[src/rtl/cluster_pwr_seq.sv]
// Cluster power sequencer: power-up, clock, reset release and boot, then drain and power-down.
// Optional drain timeout is enabled by defining CLUSTER_SEQ_TIMEOUT_EN.
module cluster_pwr_seq #(
    parameter int unsigned BOOT_ADDR_W = 64,
    parameter int unsigned DLY_W       = 8,
    parameter int unsigned TIMEOUT_W   = 16
) (
    input  logic                   clk_i,
    input  logic                   rst_ni,
    input  logic                   pwr_req_i,
    input  logic [BOOT_ADDR_W-1:0] boot_addr_i,
    input  logic [DLY_W-1:0]       settle_cycles_i,
    input  logic [DLY_W-1:0]       rst_hold_cycles_i,
    input  logic                   cluster_busy_i,
    output logic                   cluster_pow_o,
    output logic                   cluster_clk_en_o,
    output logic                   cluster_rstn_o,
    output logic                   cluster_fetch_enable_o,
    output logic [BOOT_ADDR_W-1:0] cluster_boot_addr_o,
    output logic [2:0]             seq_state_o,
    output logic                   seq_done_o,
    output logic                   timeout_err_o
);

    typedef enum logic [2:0] {
        OFF    = 3'd0,
        PWR_UP = 3'd1,
        CLK_ON = 3'd2,
        BOOT   = 3'd3,
        RUN    = 3'd4,
        DRAIN  = 3'd5,
        RST_ON = 3'd6,
        PWR_DN = 3'd7
    } state_t;

    typedef struct packed {
        logic pow;
        logic clk_en;
        logic rstn;
        logic fetch;
    } ctrl_t;

    state_t                 state_q;
    ctrl_t                  ctrl_q;
    logic [DLY_W-1:0]       cnt_q;
    logic [BOOT_ADDR_W-1:0] boot_addr_q;
    logic                   done_q;
    logic                   tmo_fire;

    // Control outputs are registered from the state being entered, so they
    // always line up with the state register in the same cycle.
    function automatic ctrl_t ctrl_of(input state_t s);
        ctrl_t c;
        c = '0;
        case (s)
            PWR_UP:  c = '{pow: 1'b1, clk_en: 1'b0, rstn: 1'b0, fetch: 1'b0};
            CLK_ON:  c = '{pow: 1'b1, clk_en: 1'b1, rstn: 1'b0, fetch: 1'b0};
            BOOT:    c = '{pow: 1'b1, clk_en: 1'b1, rstn: 1'b1, fetch: 1'b0};
            RUN:     c = '{pow: 1'b1, clk_en: 1'b1, rstn: 1'b1, fetch: 1'b1};
            DRAIN:   c = '{pow: 1'b1, clk_en: 1'b1, rstn: 1'b1, fetch: 1'b0};
            RST_ON:  c = '{pow: 1'b1, clk_en: 1'b1, rstn: 1'b0, fetch: 1'b0};
            PWR_DN:  c = '{pow: 1'b1, clk_en: 1'b0, rstn: 1'b0, fetch: 1'b0};
            default: c = '0;
        endcase
        return c;
    endfunction

`ifdef CLUSTER_SEQ_TIMEOUT_EN
    localparam logic [TIMEOUT_W-1:0] TMO_LAST = {{(TIMEOUT_W-1){1'b1}}, 1'b0};

    logic [TIMEOUT_W-1:0] tmo_q;
    logic                 tmo_err_q;

    // Fires on the (2^TIMEOUT_W-1)th stalled drain cycle.
    assign tmo_fire = (state_q == DRAIN) && cluster_busy_i && !pwr_req_i
                      && (tmo_q == TMO_LAST);

    always_ff @(posedge clk_i) begin
        if (!rst_ni) begin
            tmo_q     <= '0;
            tmo_err_q <= 1'b0;
        end else if (state_q != DRAIN) begin
            tmo_q <= '0;
        end else if (tmo_fire) begin
            tmo_err_q <= 1'b1;
        end else if (cluster_busy_i && !pwr_req_i) begin
            tmo_q <= tmo_q + 1'b1;
        end
    end

    assign timeout_err_o = tmo_err_q;
`else
    assign tmo_fire      = 1'b0;
    assign timeout_err_o = 1'b0;
`endif

    always_ff @(posedge clk_i) begin
        if (!rst_ni) begin
            state_q     <= OFF;
            ctrl_q      <= '0;
            cnt_q       <= '0;
            boot_addr_q <= '0;
            done_q      <= 1'b0;
        end else begin
            done_q <= 1'b0;
            case (state_q)
                OFF: begin
                    if (pwr_req_i) begin
                        state_q <= PWR_UP;
                        ctrl_q  <= ctrl_of(PWR_UP);
                        cnt_q   <= settle_cycles_i;
                    end
                end
                PWR_UP: begin
                    if (cnt_q == '0) begin
                        state_q <= CLK_ON;
                        ctrl_q  <= ctrl_of(CLK_ON);
                        cnt_q   <= rst_hold_cycles_i;
                    end else begin
                        cnt_q <= cnt_q - 1'b1;
                    end
                end
                CLK_ON: begin
                    if (cnt_q == '0) begin
                        state_q     <= BOOT;
                        ctrl_q      <= ctrl_of(BOOT);
                        boot_addr_q <= boot_addr_i;
                    end else begin
                        cnt_q <= cnt_q - 1'b1;
                    end
                end
                BOOT: begin
                    state_q <= RUN;
                    ctrl_q  <= ctrl_of(RUN);
                    done_q  <= 1'b1;
                end
                RUN: begin
                    if (!pwr_req_i) begin
                        state_q <= DRAIN;
                        ctrl_q  <= ctrl_of(DRAIN);
                    end
                end
                DRAIN: begin
                    // An idle cluster is shut down even if power is requested again.
                    if (!cluster_busy_i || tmo_fire) begin
                        state_q <= RST_ON;
                        ctrl_q  <= ctrl_of(RST_ON);
                    end else if (pwr_req_i) begin
                        state_q <= RUN;
                        ctrl_q  <= ctrl_of(RUN);
                        done_q  <= 1'b1;
                    end
                end
                RST_ON: begin
                    state_q <= PWR_DN;
                    ctrl_q  <= ctrl_of(PWR_DN);
                end
                PWR_DN: begin
                    state_q <= OFF;
                    ctrl_q  <= ctrl_of(OFF);
                    done_q  <= 1'b1;
                end
                default: begin
                    state_q <= OFF;
                    ctrl_q  <= '0;
                end
            endcase
        end
    end

    assign cluster_pow_o          = ctrl_q.pow;
    assign cluster_clk_en_o       = ctrl_q.clk_en;
    assign cluster_rstn_o         = ctrl_q.rstn;
    assign cluster_fetch_enable_o = ctrl_q.fetch;
    assign cluster_boot_addr_o    = boot_addr_q;
    assign seq_state_o            = state_q;
    assign seq_done_o             = done_q;

endmodule

[config.mk]
export PLATFORM = sky130hd
export DESIGN_NAME = cluster_pwr_seq
export DESIGN_NICKNAME = d
export VERILOG_FILES = /design/src/rtl/cluster_pwr_seq.sv
export SDC_FILE = /design/constraint.sdc
export NUM_CORES = 1
export LEC_CHECK = 0
export CELL_PAD_IN_SITES_DETAIL_PLACEMENT = 1
export CELL_PAD_IN_SITES_GLOBAL_PLACEMENT = 2
export CORE_MARGIN = 2
export CORE_UTILIZATION = 20
export CTS_CLUSTER_DIAMETER = 50
export DETAILED_ROUTE_END_ITERATION = 10
export MAX_ROUTING_LAYER = met4
export PLACE_DENSITY = 0.89
export SYNTH_ARGS = -nofsm -noshare
export SYNTH_HDL_FRONTEND = slang
export SYNTH_SLANG_ARGS = --single-unit
[constraint.sdc]
create_clock -name clk_i -period 1.8 [get_ports clk_i]
set_clock_uncertainty 0.05 [all_clocks]
set_input_delay 0.18 -clock clk_i [delete_from_list [all_inputs] [get_ports clk_i]]
set_output_delay 0.18 -clock clk_i [all_outputs]
set_load 0.05 [all_outputs]
## After elaboration in Yosys (flattened, before gate mapping)

Index checks and enable logic that the tools add are counted.

| word-level totals | value |
|---|---|
| register bits | 80 |
| bits in latches | 0 |
| bits in writable memories | 0 |
| bits in read-only memories | 0 |
| input bits | 84 |
| output and inout port bits | 73 |
| memories | 0 |

| operators by class | value |
|---|---|
| $add $sub $neg | 1 |
| multiply operators | 0 |
| divide/modulo/power cells | 0 |
| order comparisons | 0 |
| equality and inequality tests | 13 |
| shift operators | 0 |
| multiplexer cells | 21 |
| bitwise operators | 0 |
| reductions and logical operators | 7 |

Operator list:

| cell | count |
|---|---|
| case mux 4 bit (8 select lines) | 1 |
| 2-to-1 mux 4 bit | 6 |
| 2-to-1 mux 8 bit | 3 |
| case mux 3 bit (8 select lines) | 1 |
| case mux 8 bit (3 select lines) | 1 |
| 2-to-1 mux 3 bit | 6 |
| equality test 3 bit (second input constant) | 4 |
| inequality test 2 bit (second input constant) | 5 |
| zero test 8 bit | 1 |
| subtractor 8 x 1 -> 8 bit (second input constant) | 1 |
| equality test 3 x 2 -> 1 bit (second input constant) | 2 |
| AND reduction 5 bit | 1 |
| equality test 3 x 1 -> 1 bit (second input constant) | 1 |
| zero test 3 bit | 1 |
| inequality test 3 bit (second input constant) | 1 |
| AND reduction 3 bit | 1 |
| nonzero test 3 bit | 1 |
| 2-to-1 mux 1 bit | 2 |
| case mux 1 bit (2 select lines) | 1 |
| AND reduction 2 bit | 1 |
| OR reduction 2 bit | 1 |

## Depth between registers and ports, before layout

Gate-level depths: netlist of the first run.

| depth | value |
|---|---|
| depth in word-level cells | 3 |
| mapped depth | 9 |

## Least setup slack after synthesis of the first run

No wires, ideal clock.

| timing path | value |
|---|---|
| kind | register -> register |
| start point | register state_q[0] (netlist: seq_state_o[0]) |
| end point | register cnt_q[0] |
| arrival | 1819 ps |
| data required time | 1664 ps |
| path slack | -156 ps |
| cell stages (with the launch flop) | 6 |
| clock period less this slack | 1956 ps |
| path through | dfxtp_1 buf_2 nand2b_1 or2_2 o311a_1 a221oi_2 |

| on the way | value |
|---|---|
| longest elaborated chain between the ends | 3 |
| elaborated cells between the ends (all ways) | 8 |
| those cells by class | eq/ne (4); mux (1); reduce/logical (3) |

RTL lines:

| element | RTL line | source |
|---|---|---|
| start, declared | 43 | `state_t state_q;` |
| start signal, assigned | 99 | `state_q <= OFF;` |
| start signal, assigned | 109 | `state_q <= PWR_UP;` |
| start signal, assigned | 116 | `state_q <= CLK_ON;` |
| equality test 3 x 2 -> 1 bit, or another cell as far along | 106 | `case (state_q)` |
| inequality test 2 bit (no line) or nonzero test 3 bit (tied branches) | n/a |  |
| AND reduction 3 bit (no line) | n/a |  |
| end signal, assigned | 111 | `cnt_q <= settle_cycles_i;` |
| end signal, assigned | 118 | `cnt_q <= rst_hold_cycles_i;` |
| end signal, assigned | 120 | `cnt_q <= cnt_q - 1'b1;` |
| end, declared | 45 | `logic [DLY_W-1:0] cnt_q;` |

Parallel ways exist; a longest one is shown, timed or not.
A chain may end at the register's enable or synchronous reset.

## Worst setup path after layout of the first run

| timing path | value |
|---|---|
| start point | register cnt_q[1] |
| end point | register boot_addr_q[59] (netlist: cluster_boot_addr_o[59]) |

| on the way | value |
|---|---|
| longest elaborated chain between the ends | 2 |

RTL lines:

| element | RTL line | source |
|---|---|---|
| zero test 8 bit | 124 | `if (cnt_q == '0) begin` |
| AND reduction 2 bit (no line) | n/a |  |
| end signal, assigned | 127 | `boot_addr_q <= boot_addr_i;` |
| end, declared | 46 | `logic [BOOT_ADDR_W-1:0] boot_addr_q;` |

Every way passes these cells.

==> metrics.md, run 1 <==
| Metric | Value |
|---|---|
| Gr busiest metal | `met2` |
| Combinational cell fraction of total power | `40.5%` |
| Max-slew violations | `0` |
| Starting DRC count in detailed routing | `~120` |
| Shortest clock period the worst path allows after layout | `1760 ps` |
| Status | `completed` |
| Syn Std Cell Area | `~3400 um2` |
| Maximum number of pins on one net before global-route repair | `47` |
| Lkg Pwr | `2.05 nW` |
| Inserted Diodes | `0` |
| Clock slew at the register clock pins of the worst setup and hold paths | `60 ps` |
| Switching component of the power | `0.00247 W` |
| Overflow left after global routing | `0` |
| Critical path data arrival time | `around 2000 ps` |
| Overall track demand over capacity in global routing | `between 10% and 20%` |
| Global-route wire length before repair | `about 20 mm` |
| Peak ir drop on the vdd network | `0.000813 V` |
| Critical Path Source Type | `register` |
| Longest individual stage delay on the worst path | `between 300 and 400 ps` |
| Via count normalized by instance count | `between 4 and 5` |
| Fin cells | `~830` |
| Power Dens Cells | `~1200 nW/um2` |
| Number of failing hold endpoints at the final stage | `0` |
| Clock tree from TritonCTS | `yes` |
| Remaining antenna violation count | `0` |
| Final RePlAce weighted congestion | `approximately 0.90` |
| #FFs+latches synth | `80` |
| Area of the die | `around 18000 um2` |
| IO Count | `157` |
| Met3 Usage GRT | `around 2.5%` |
| Number of remaining DRC errors | `0` |
| Synth Net Count | `519` |
| Router iterations before antenna repair | `4` |
| Core outline area | `between 15000 and 20000 um2` |
| Max Clk Rate | `roughly 570 MHz` |
| Total power draw | `approximately 0.0070 W` |
| Clock Tree Root | `sky130_fd_sc_hd__clkbuf_16` |
| Total routed wirelength | `around 13 mm` |
| Average instance area after synthesis | `slightly below 8 um2` |
| Area post-placement | `around 5400 um2` |
| Slack of the critical path | `about 42 ps` |
| Antenna violations before repair | `0` |
| Vias after detailed routing | `around 3700` |
| CTS buffer count | `9` |
| Met1 GRT Util | `between 10% and 20%` |
| Slowest cell on the critical path | `sky130_fd_sc_hd__dfxtp_2` |
| Layout net count | `roughly 690` |
| Number of setup violations in the final report | `0` |
| Req. time, crit path | `just over 2000 ps` |
| Pin slew with the least headroom to its limit | `approximately 540 ps` |
| Proportion of power drawn by flip-flops and latches | `a little under a third` |
| Vertical die dimension | `roughly 130 um` |
| Async set or reset register ratio after synthesis | `0%` |
| Initial core utilization | `20.5%` |
| Fraction of the cycle the final worst path needs | `97.7%` |
| Post-detail-place hpwl | `about 9 mm` |
| Max Fanout on Critical Path | `15` |
| Horizontal extent of the die | `~130 um` |
| Filler Cells Inserted | `1945` |
| Fraction of layout cells with a size suffix above 1 | `~14%` |
| Ys flop type | `sky130_fd_sc_hd__dfxtp_1` |
| Internal portion of total power | `between 0.004 and 0.005 W` |
| Std cell rows | `between 40 and 50` |
| Clock H-tree levels | `3` |
| Worst Path Class, Setup | `reg -> reg` |
| Setup slack at placement | `-105 ps` |
| Post-synthesis sequential area ratio | `between 40 and 50%` |
| IO Port Bufs | `approximately 160` |
| Met2 capacity usage during global routing | `approximately a quarter` |
| Headroom to the max-slew limit | `between 60% and 70%` |
| Post-DR wirelength/cell | `between 15 and 20 um` |
| Setup crit end kind | `register` |
| Clk Latency, worst-skew pair | `between 300 and 400 ps` |
| Final total negative setup slack | `0 ps` |
| CTS sink cnt | `80` |
| Number of placed cells counting well taps | `between 800 and 900` |
| Type of the tightest min-delay check | `in -> reg` |
| Vias in the first global route | `between 3000 and 4000` |
| Library cells used by synthesis | `53` |
| Number of flops mapped to enable cells by yosys | `0` |
| Clock Power Share | `just under 30%` |
| Final standard cell area without fillers | `5890 um2` |
| CTS Buffer Depth | `2` |
| Total of warnings raised by yosys | `0` |
| Switching Share | `between 30% and 40%` |
| Cell breakdown of the critical path | `inv_2 -> ha_4 -> nor3b_4 -> buf_6 -> nand2_8 -> nor2_4 -> buf_12 -> clkbuf_16 -> nand2_1 -> a21oi_1` |
| # Max-Cap Violations | `0` |
| Cells after synthesis | `~430` |
| Area growth from synthesis to layout | `73.5%` |
[timing repair]
| action | 4_1_cts | 5_1_grt |
|---|---|---|
| gates cloned | 0 | 4 |
| hold buffers | 0 | 0 |
| pin swaps | 0 | 5 |
| resized for setup | 5 | 17 |
| setup endpoints to repair | 11 | 72 |
| buffers inserted | 0 | 2 |
[sequential cells by signal, indices dropped and copies added, names as in the netlist]
name	count
cluster_boot_addr_o	64
cluster_rstn_o	1
seq_state_o	3
cnt_q	8
seq_done_o	1
cluster_clk_en_o	1
cluster_pow_o	1
cluster_fetch_enable_o	1
[worst max-delay path: cells and delay by family, from the launching register on]
kind | cells | cell delay, ps
buf+inv | 4 | 550
compound gates | 1 | 140
fa+ha+maj | 1 | 150
simple gates | 4 | 470
flops | 1 | 320
[through the flow]
step / hold slack, ps / util, %
finish: 337 / 35.5
global route: 345 / 35.5
CTS: 327 / 34.4
detailed placement: 399 / 32.3
global placement: 390 / 32.3
floorplan: 266 / -
[final timing paths]
check                                              from                      end  slack (ps)  cells after the start
worst max-delay path                           cnt_q[1]  cluster_boot_addr_o[59]          40                     10
worst min-delay path                    boot_addr_i[46]  cluster_boot_addr_o[46]         340                      3
worst max register to register                 cnt_q[1]  cluster_boot_addr_o[59]          40                     10
worst min register to register  cluster_boot_addr_o[33]  cluster_boot_addr_o[33]         400                      2
[cell type report]
cell class                 count  area (um2)  area share (%)
tap                          220         275            4.67
clock buffer                  12         246            4.19
multi-input combinational    320        1690            28.6
inverter                       4        15.0           0.255
clock inverter                 4        76.3            1.30
sequential                    80        1610            27.3
timing repair buffer         193        1980            33.6
[power by group through the flow]
stage	logic, W	registers, W	clock network, W
floorplan	0.00123	0.00237	0
global placement	0.00246	0.00213	0
detailed placement	0.00252	0.00214	0
CTS	0.00258	0.00211	0.00208
global route	0.00304	0.00215	0.00216
finish	0.00282	0.00212	0.00202
[cells by family (layout without fill, tap and decap cells)]
| group | after synthesis | after routing | synth area share, % |
|---|---|---|---|
| XOR/XNOR | 3 | 3 | 0.774 |
| adder cells (fa/ha/maj) | 2 | 2 | 0.737 |
| AO/OA/AOI/OAI | 117 | 117 | 20.1 |
| other | 1 | 1 | 0.111 |
| flip-flops | 80 | 80 | 47.2 |
| AND/OR/NAND/NOR | 194 | 194 | 25.3 |
| buffers and inverters | 33 | 213 | 4.87 |
| multiplexers | 3 | 3 | 0.959 |
[cell usage after synthesis (all sizes together), types with 2 or more instances]
cell | count | area share (%)
nand2 | 147 | 16
dfxtp | 80 | 47
a21oi | 77 | 11
buf | 19 | 3.3
o21ai | 13 | 1.9
nor2 | 12 | 1.5
clkbuf | 10 | 1.1
nand2b | 8 | 1.5
nor3 | 5 | 0.74
a31oi | 4 | 0.74
inv | 4 | 0.44
nor3b | 4 | 1.2
a22oi | 3 | 0.66
a311oi | 3 | 0.96
nand3 | 3 | 0.44
nand3b | 3 | 0.66
nor4 | 3 | 1.0
a221oi | 2 | 0.70
a22o | 2 | 0.52
a32oi | 2 | 0.52
ha | 2 | 0.74
mux2 | 2 | 0.66
o22ai | 2 | 0.37
or2 | 2 | 0.37
xnor2 | 2 | 0.52
[cells in the final DEF, fill, tap and decap left out, types with 2 or more instances in the layout]
cell,n
sky130_fd_sc_hd__nand3b_1,3
sky130_fd_sc_hd__nand2_1,145
sky130_fd_sc_hd__xnor2_1,2
sky130_fd_sc_hd__clkbuf_16,13
sky130_fd_sc_hd__a22o_1,2
sky130_fd_sc_hd__dfxtp_1,75
sky130_fd_sc_hd__o22ai_1,2
sky130_fd_sc_hd__nor3_1,5
sky130_fd_sc_hd__clkbuf_1,2
sky130_fd_sc_hd__a21oi_1,77
sky130_fd_sc_hd__o21ai_0,12
sky130_fd_sc_hd__a311oi_1,2
sky130_fd_sc_hd__nor4_1,2
sky130_fd_sc_hd__nor3b_2,2
sky130_fd_sc_hd__bufinv_16,2
sky130_fd_sc_hd__mux2_2,2
sky130_fd_sc_hd__a32oi_1,2
sky130_fd_sc_hd__a22oi_1,3
sky130_fd_sc_hd__buf_12,6
sky130_fd_sc_hd__or2_2,2
sky130_fd_sc_hd__nand2b_1,8
sky130_fd_sc_hd__inv_2,3
sky130_fd_sc_hd__nand3_1,3
sky130_fd_sc_hd__nor2_1,11
sky130_fd_sc_hd__clkdlybuf4s50_1,148
sky130_fd_sc_hd__buf_4,31
sky130_fd_sc_hd__dfxtp_2,4
sky130_fd_sc_hd__buf_6,2
sky130_fd_sc_hd__a31oi_1,4
[routing by layer]
| metal | part of all wire (%) | vias up |
|---|---|---|
| li1 | - | 1817 |
| met1 | 45 | 1794 |
| met2 | 49 | 116 |
| met3 | 4.6 | 17 |
| met4 | 1.4 | 0 |
| met5 | 0 | - |
Note: power is estimated with default switching activity, not from simulation.
==> run 2: changes to the inputs <==
Settings changed: CORE_MARGIN 2 to unset, CORE_UTILIZATION 20 to 24, CTS_BUF_LIST set to sky130_fd_sc_hd__clkbuf_16, PLACE_DENSITY 0.89 to 0.95.
Clock period 1.8 ns to 2.05 ns, I/O delays scaled along.
==> metrics.md, run 2 (same netlist as run 1, synthesis figures left out) <==
| Metric | Value |
|---|---|
| Status | `completed` |
| Fraction of layout cells with a size suffix above 1 | `8.74% (-4.8 points)` |
| Fraction of the cycle the final worst path needs | `92.4% (-5.2 points)` |
| Combinational cell fraction of total power | `38.9% (-1.6 points)` |
| Max-slew violations | `0 (unchanged)` |
| Filler Cells Inserted | `1620 (-17%)` |
| Headroom to the max-slew limit | `64.5% (+0.34 points)` |
| Global-route wire length before repair | `18.5 mm (-5.4%)` |
| Area of the multi-input gates | `1640 um2 (-3.0%)` |
| Number of placed cells counting well taps | `759 (-6.4%)` |
| Slack of the critical path | `155 ps (+113 ps)` |
| Shortest clock period the worst path allows after layout | `1890 ps (+137 ps)` |
| Area growth from synthesis to layout | `61.6%` |
| Area of the die | `14600 um2 (-19%)` |
| Starting DRC count in detailed routing | `141 (+15%)` |
| CTS Buffer Depth | `2 (unchanged)` |
| Critical path data arrival time | `2090 ps (+110 ps)` |
| Power Dens Cells | `977 nW/um2 (-17%)` |
| Clock slew at the register clock pins of the worst setup and hold paths | `60 ps (about the same)` |
| Proportion of power drawn by flip-flops and latches | `35.0% (+4.5 points)` |
| Worst Path Class, Setup | `reg -> reg` |
| Overflow left after global routing | `0 (unchanged)` |
| CTS buffer count | `9 (unchanged)` |
| Number of setup violations in the final report | `0 (unchanged)` |
| Req. time, crit path | `2250 ps (+230 ps)` |
| Number of remaining DRC errors | `0 (unchanged)` |
| Maximum number of pins on one net before global-route repair | `45 (-4.3%)` |
| Area occupied by registers | `1600 um2 (-0.47%)` |
| Setup slack at placement | `-12.4 ps (+92.9 ps)` |
| Total routed wirelength | `11.9 mm (-10%)` |
| Internal portion of total power | `0.00340 W (-24%)` |
| Final RePlAce weighted congestion | `0.882 (-1.9%)` |
| Clock tree from TritonCTS | `yes` |
| Clock Tree Root | `sky130_fd_sc_hd__clkbuf_16` |
| Type of the tightest min-delay check | `in -> reg` |
| Critical Path Source Type | `register` |
| Lkg Pwr | `1.86 nW (-9.6%)` |
| Number of flip-flops in the largest register | `64 (unchanged)` |
| Initial core utilization | `24.5% (+4.1 points)` |
| Antenna violations before repair | `0 (unchanged)` |
| Max Fanout on Critical Path | `7 (-8)` |
| Core outline area | `13800 um2 (-17%)` |
| Most common cell after layout, fill and taps aside | `sky130_fd_sc_hd__clkdlybuf4s50_1` |
| Via count normalized by instance count | `4.72 (+5.0%)` |
| Fin cells | `775 (-7.0%)` |
| Clk Latency, worst-skew pair | `330 ps (about the same)` |
| Setup crit end kind | `register` |
| Number of failing hold endpoints at the final stage | `0 (unchanged)` |
| # Max-Cap Violations | `0 (unchanged)` |
| IO Port Bufs | `155 (unchanged)` |
| Horizontal extent of the die | `121 um (-9.9%)` |
| Vertical die dimension | `121 um (-9.9%)` |
| Commonest non-fill, non-tap cells in the layout | `sky130_fd_sc_hd__clkdlybuf4s50_1, sky130_fd_sc_hd__nand2_1, sky130_fd_sc_hd__dfxtp_1, sky130_fd_sc_hd__a21oi_1, sky130_fd_sc_hd__buf_4` |
| Layout net count | `677 (-2.4%)` |
| Final hold slack | `375 ps (+38.4 ps)` |
| Clock H-tree levels | `3 (unchanged)` |
| Remaining antenna violation count | `0 (unchanged)` |
| IO Count | `157 (unchanged)` |
| Clock Power Share | `26.1% (-2.9 points)` |
| Count of cells along the worst register-to-register path | `7 (-3)` |
| Router iterations before antenna repair | `4 (unchanged)` |
| Overall track demand over capacity in global routing | `16.6% (+2.6 points)` |
| Post-detail-place hpwl | `8.79 mm (-4.1%)` |
| RSZ-0062 raised after global routing | `no` |
| Worst Hold Depth | `3 (unchanged)` |
| Pin slew with the least headroom to its limit | `531 ps (-5.92 ps)` |
| Switching Share | `36.6% (+1.2 points)` |
| Switching component of the power | `0.00196 W (-21%)` |
| Vias after detailed routing | `3658 (-2.3%)` |
| Peak ir drop on the vdd network | `0.000450 V (-45%)` |
| Std cell rows | `43 (-8.5%)` |
| Max Clk Rate | `528 MHz (-7.2%)` |
| Inserted Diodes | `0 (unchanged)` |
| CTS sink cnt | `80 (unchanged)` |
| Vias in the first global route | `3764 (-3.5%)` |
| Post-DR wirelength/cell | `15.4 um (-3.7%)` |
==> run 2: path summary, 6_finish.rpt <==
path	slack (ps)	end	from
hold reg to reg	400	cluster_boot_addr_o[2]	cluster_boot_addr_o[2]
setup reg to reg	160	cnt_q[5]	cnt_q[1]
hold / removal	370	cluster_boot_addr_o[43]	boot_addr_i[43]
setup / recovery	160	cnt_q[5]	cnt_q[1]
==> run 2: worst max-delay path, stage by stage, from the launching register on <==
cell and delay [ps]:
sky130_fd_sc_hd__dfxtp_1 390, sky130_fd_sc_hd__inv_1 90, sky130_fd_sc_hd__ha_1 200, sky130_fd_sc_hd__nor3b_4 170, sky130_fd_sc_hd__and2_2 240, sky130_fd_sc_hd__o21ai_0 400, sky130_fd_sc_hd__nand4_1 150, sky130_fd_sc_hd__o211ai_1 130
==> run 2: timing repair <==
item	CTS	global route
cloned	0	0
setup buffers	0	1
hold buffers	0	0
pin swaps	0	0
endpoints found under the setup margin	1	16
resized for setup	1	3
==> run 2: power groups by stage <==
stage / Sequential (W) / Clock, W / Combinational [W]
after global routing: 0.00190 / 0.00154 / 0.00225
final: 0.00188 / 0.00140 / 0.00208
after CTS: 0.00187 / 0.00146 / 0.00203
after global placement: 0.00189 / 0 / 0.00196
after detailed placement: 0.00190 / 0 / 0.00202
after floorplan: 0.00208 / 0 / 0.00108
==> run 2: per-stage QoR <==
| step | total power (W) | utilization (%) | TNS [ps] | instance area [um2] |
|---|---|---|---|---|
| 2_1_floorplan | 0.00315 | - | 0 | 3390 |
| 3_3_place_gp | 0.00385 | 37.7 | 0 | 5210 |
| 3_5_place_dp | 0.00392 | 37.7 | -12.4 | 5210 |
| 4_1_cts | 0.00536 | 39.5 | 0 | 5470 |
| 5_1_grt | 0.00569 | 39.7 | 0 | 5480 |
| 6_report | 0.00536 | 39.7 | 0 | 5480 |
==> run 2: layout make-up <==
cell class / count / share of cell area (%)
Sequential cell: 80 / 29.2
Multi-Input combinational cell: 320 / 29.8
Timing Repair Buffer: 176 / 31.9
Clock buffer: 9 / 4.11
Inverter: 4 / 0.274
Clock inverter: 6 / 0.525
Tap cell: 180 / 4.11
==> run 2: per-layer routing <==
metal / track usage, % / up-vias / share of wire (%)
met3: 2.96 / 21 / 5.6
met1: 18.7 / 1741 / 42
li1: - / 1779 / -
met2: 28.9 / 117 / 50
met5: - / - / 0
met4: 7.18 / 0 / 2.3
==> run 3: changes to the inputs <==
Settings changed: CELL_PAD_IN_SITES_DETAIL_PLACEMENT 1 to unset, CELL_PAD_IN_SITES_GLOBAL_PLACEMENT 2 to unset, CORE_UTILIZATION 24 to 44, RECOVER_POWER set to 100.
==> metrics.md, run 3 (same netlist as run 1, synthesis figures left out) <==
| Metric | Value |
|---|---|
| Clk Latency, worst-skew pair | `330 ps (about the same)` |
| Combinational cell fraction of total power | `35.7% (-3.2 points)` |
| Via count normalized by instance count | `5.36 (+14%)` |
| Fraction of the cycle the final worst path needs | `92.6% (+0.14 points)` |
| Maximum number of pins on one net before global-route repair | `47 (+4.4%)` |
| Final RePlAce weighted congestion | `1.03 (+17%)` |
| Layout net count | `677 (unchanged)` |
| Clock Tree Root | `sky130_fd_sc_hd__clkbuf_16` |
| CTS Buffer Depth | `2 (unchanged)` |
| Post-detail-place hpwl | `7.68 mm (-13%)` |
| Total routed wirelength | `10.6 mm (-12%)` |
| Post-DR wirelength/cell | `15.2 um (-1.2%)` |
| Pin slew with the least headroom to its limit | `589 ps (+58.3 ps)` |
| Std cell rows | `31 (-28%)` |
| Inserted Diodes | `0 (unchanged)` |
| Switching Share | `34.2% (-2.4 points)` |
| CTS buffer count | `9 (unchanged)` |
| Clock Power Share | `32.0% (+5.9 points)` |
| Total power draw | `0.00569 W (+6.2%)` |
| # Max-Cap Violations | `0 (unchanged)` |
| Area of the die | `8070 um2 (-45%)` |
| Critical Path Source Type | `register` |
| Max Clk Rate | `527 MHz (-0.16%)` |
| RSZ-0062 raised after global routing | `no` |
| Clock H-tree levels | `3 (unchanged)` |
| Vias in the first global route | `3686 (-2.1%)` |
| Shortest clock period the worst path allows after layout | `1900 ps (+2.95 ps)` |
| Clock slew at the register clock pins of the worst setup and hold paths | `60 ps (about the same)` |
| Horizontal extent of the die | `89.8 um (-26%)` |
| Internal portion of total power | `0.00374 W (+10%)` |
| Overflow left after global routing | `0 (unchanged)` |
| Power Dens Cells | `1040 nW/um2 (+6.9%)` |
| Max Fanout on Critical Path | `32 (+25)` |
| Headroom to the max-slew limit | `60.9% (-3.6 points)` |
| Final core area utilization | `74.0% (+34 points)` |
| Clock tree from TritonCTS | `yes` |
| Vertical die dimension | `89.8 um (-26%)` |
| Req. time, crit path | `2250 ps (about the same)` |
| Remaining antenna violation count | `0 (unchanged)` |
| Initial core utilization | `46.0% (+22 points)` |
| Peak ir drop on the vdd network | `0.000678 V (+50%)` |
| Final hold slack | `371 ps (-3.73 ps)` |
| Final standard cell area without fillers | `5450 um2 (-0.62%)` |
| IO Port Bufs | `155 (unchanged)` |
| Starting DRC count in detailed routing | `145 (+2.8%)` |
| Vias after detailed routing | `3720 (+1.7%)` |
| Area growth from synthesis to layout | `60.6%` |
| IO Count | `157 (unchanged)` |
| Proportion of power drawn by flip-flops and latches | `32.3% (-2.7 points)` |
| Filler Cells Inserted | `530 (-67%)` |
| Overall track demand over capacity in global routing | `27.4% (+11 points)` |
| Max-slew violations | `0 (unchanged)` |
| Number of failing hold endpoints at the final stage | `0 (unchanged)` |
| Most common cell after layout, fill and taps aside | `sky130_fd_sc_hd__nand2_1` |
| Number of remaining DRC errors | `0 (unchanged)` |
| Type of the tightest min-delay check | `in -> reg` |
| Setup crit end kind | `register` |
| Lkg Pwr | `2.12 nW (+14%)` |
| Critical path data arrival time | `2090 ps (about the same)` |
| Status | `completed` |
| Antenna violations before repair | `0 (unchanged)` |
| Post-CTS setup buffer count | `0 (unchanged)` |
| CTS sink cnt | `80 (unchanged)` |
| Number of setup violations in the final report | `0 (unchanged)` |
| Worst Path Class, Setup | `reg -> reg` |
| Commonest non-fill, non-tap cells in the layout | `sky130_fd_sc_hd__nand2_1, sky130_fd_sc_hd__clkdlybuf4s50_1, sky130_fd_sc_hd__dfxtp_1, sky130_fd_sc_hd__a21oi_1, sky130_fd_sc_hd__dlygate4sd3_1` |
| Core outline area | `7370 um2 (-47%)` |
| Router iterations before antenna repair | `4 (unchanged)` |
| Fraction of layout cells with a size suffix above 1 | `8.57% (-0.17 points)` |
| Area post-placement | `5120 um2 (-1.8%)` |
| Global-route wire length before repair | `17.4 mm (-6.2%)` |
| Switching component of the power | `0.00195 W (-0.62%)` |
| Number of flip-flops in the largest register | `64 (unchanged)` |
| Register-to-register path setup slack | `150 ps (about the same)` |
| Final total negative setup slack | `0 ps (unchanged)` |
[run 3: path summary, 6_finish.rpt]
check,depth (start not counted),from,endpoint
setup / recovery,8,cnt_q[0],cluster_boot_addr_o[55]
hold / removal,3,boot_addr_i[37],cluster_boot_addr_o[37]
setup reg to reg,8,cnt_q[0],cluster_boot_addr_o[55]
hold reg to reg,2,cluster_boot_addr_o[37],cluster_boot_addr_o[37]
[run 3: what timing repair did]
action	4_1_cts	5_1_grt
endpoints found under the setup margin	0	6
hold buffers	0	0
hold endpoints to repair	0	0
resized for setup	0	2
[run 3: power by group through the flow]
stage	logic, W	clock network [W]	registers [W]
floorplan	0.00108	0	0.00208
global placement	0.00197	0	0.00186
detailed placement	0.00201	0	0.00187
CTS	0.00203	0.00186	0.00184
global route	0.00217	0.00192	0.00186
finish	0.00203	0.00182	0.00184
[run 3: worst max-delay path, stage by stage (launching register included)]
cell	delay, ps
sky130_fd_sc_hd__dfxtp_1	310
sky130_fd_sc_hd__inv_1	110
sky130_fd_sc_hd__ha_1	170
sky130_fd_sc_hd__nor3b_2	260
sky130_fd_sc_hd__nand2_2	210
sky130_fd_sc_hd__nor2_4	220
sky130_fd_sc_hd__buf_12	210
sky130_fd_sc_hd__nand2_1	90
sky130_fd_sc_hd__a21oi_1	170
[run 3: metal layers]
metal | share of wire, % | GRT usage (%) | up-vias
met5 | 0 | - | -
met3 | 6.9 | 5.08 | 22
met1 | 40 | 30.3 | 1737
met4 | 2.4 | 12.4 | 0
li1 | - | - | 1789
met2 | 51 | 47.8 | 172
[run 3: per-stage QoR]
step,std cells,setup slack [ps]
floorplan,433,94.2
global placement,679,136
detailed placement,679,41.2
CTS,694,1.78
global route,694,2.56
finish,694,152
[run 3: final cells by class]
type	count	area (um2)	area share, %
clock buffers	9	225	4.13
clock inverters	6	118	2.16
inverters	4	15.0	0.275
multi-input cells	320	1630	29.9
flip-flops and latches	80	1600	29.4
well taps	99	124	2.27
repair buffers	176	1740	31.9
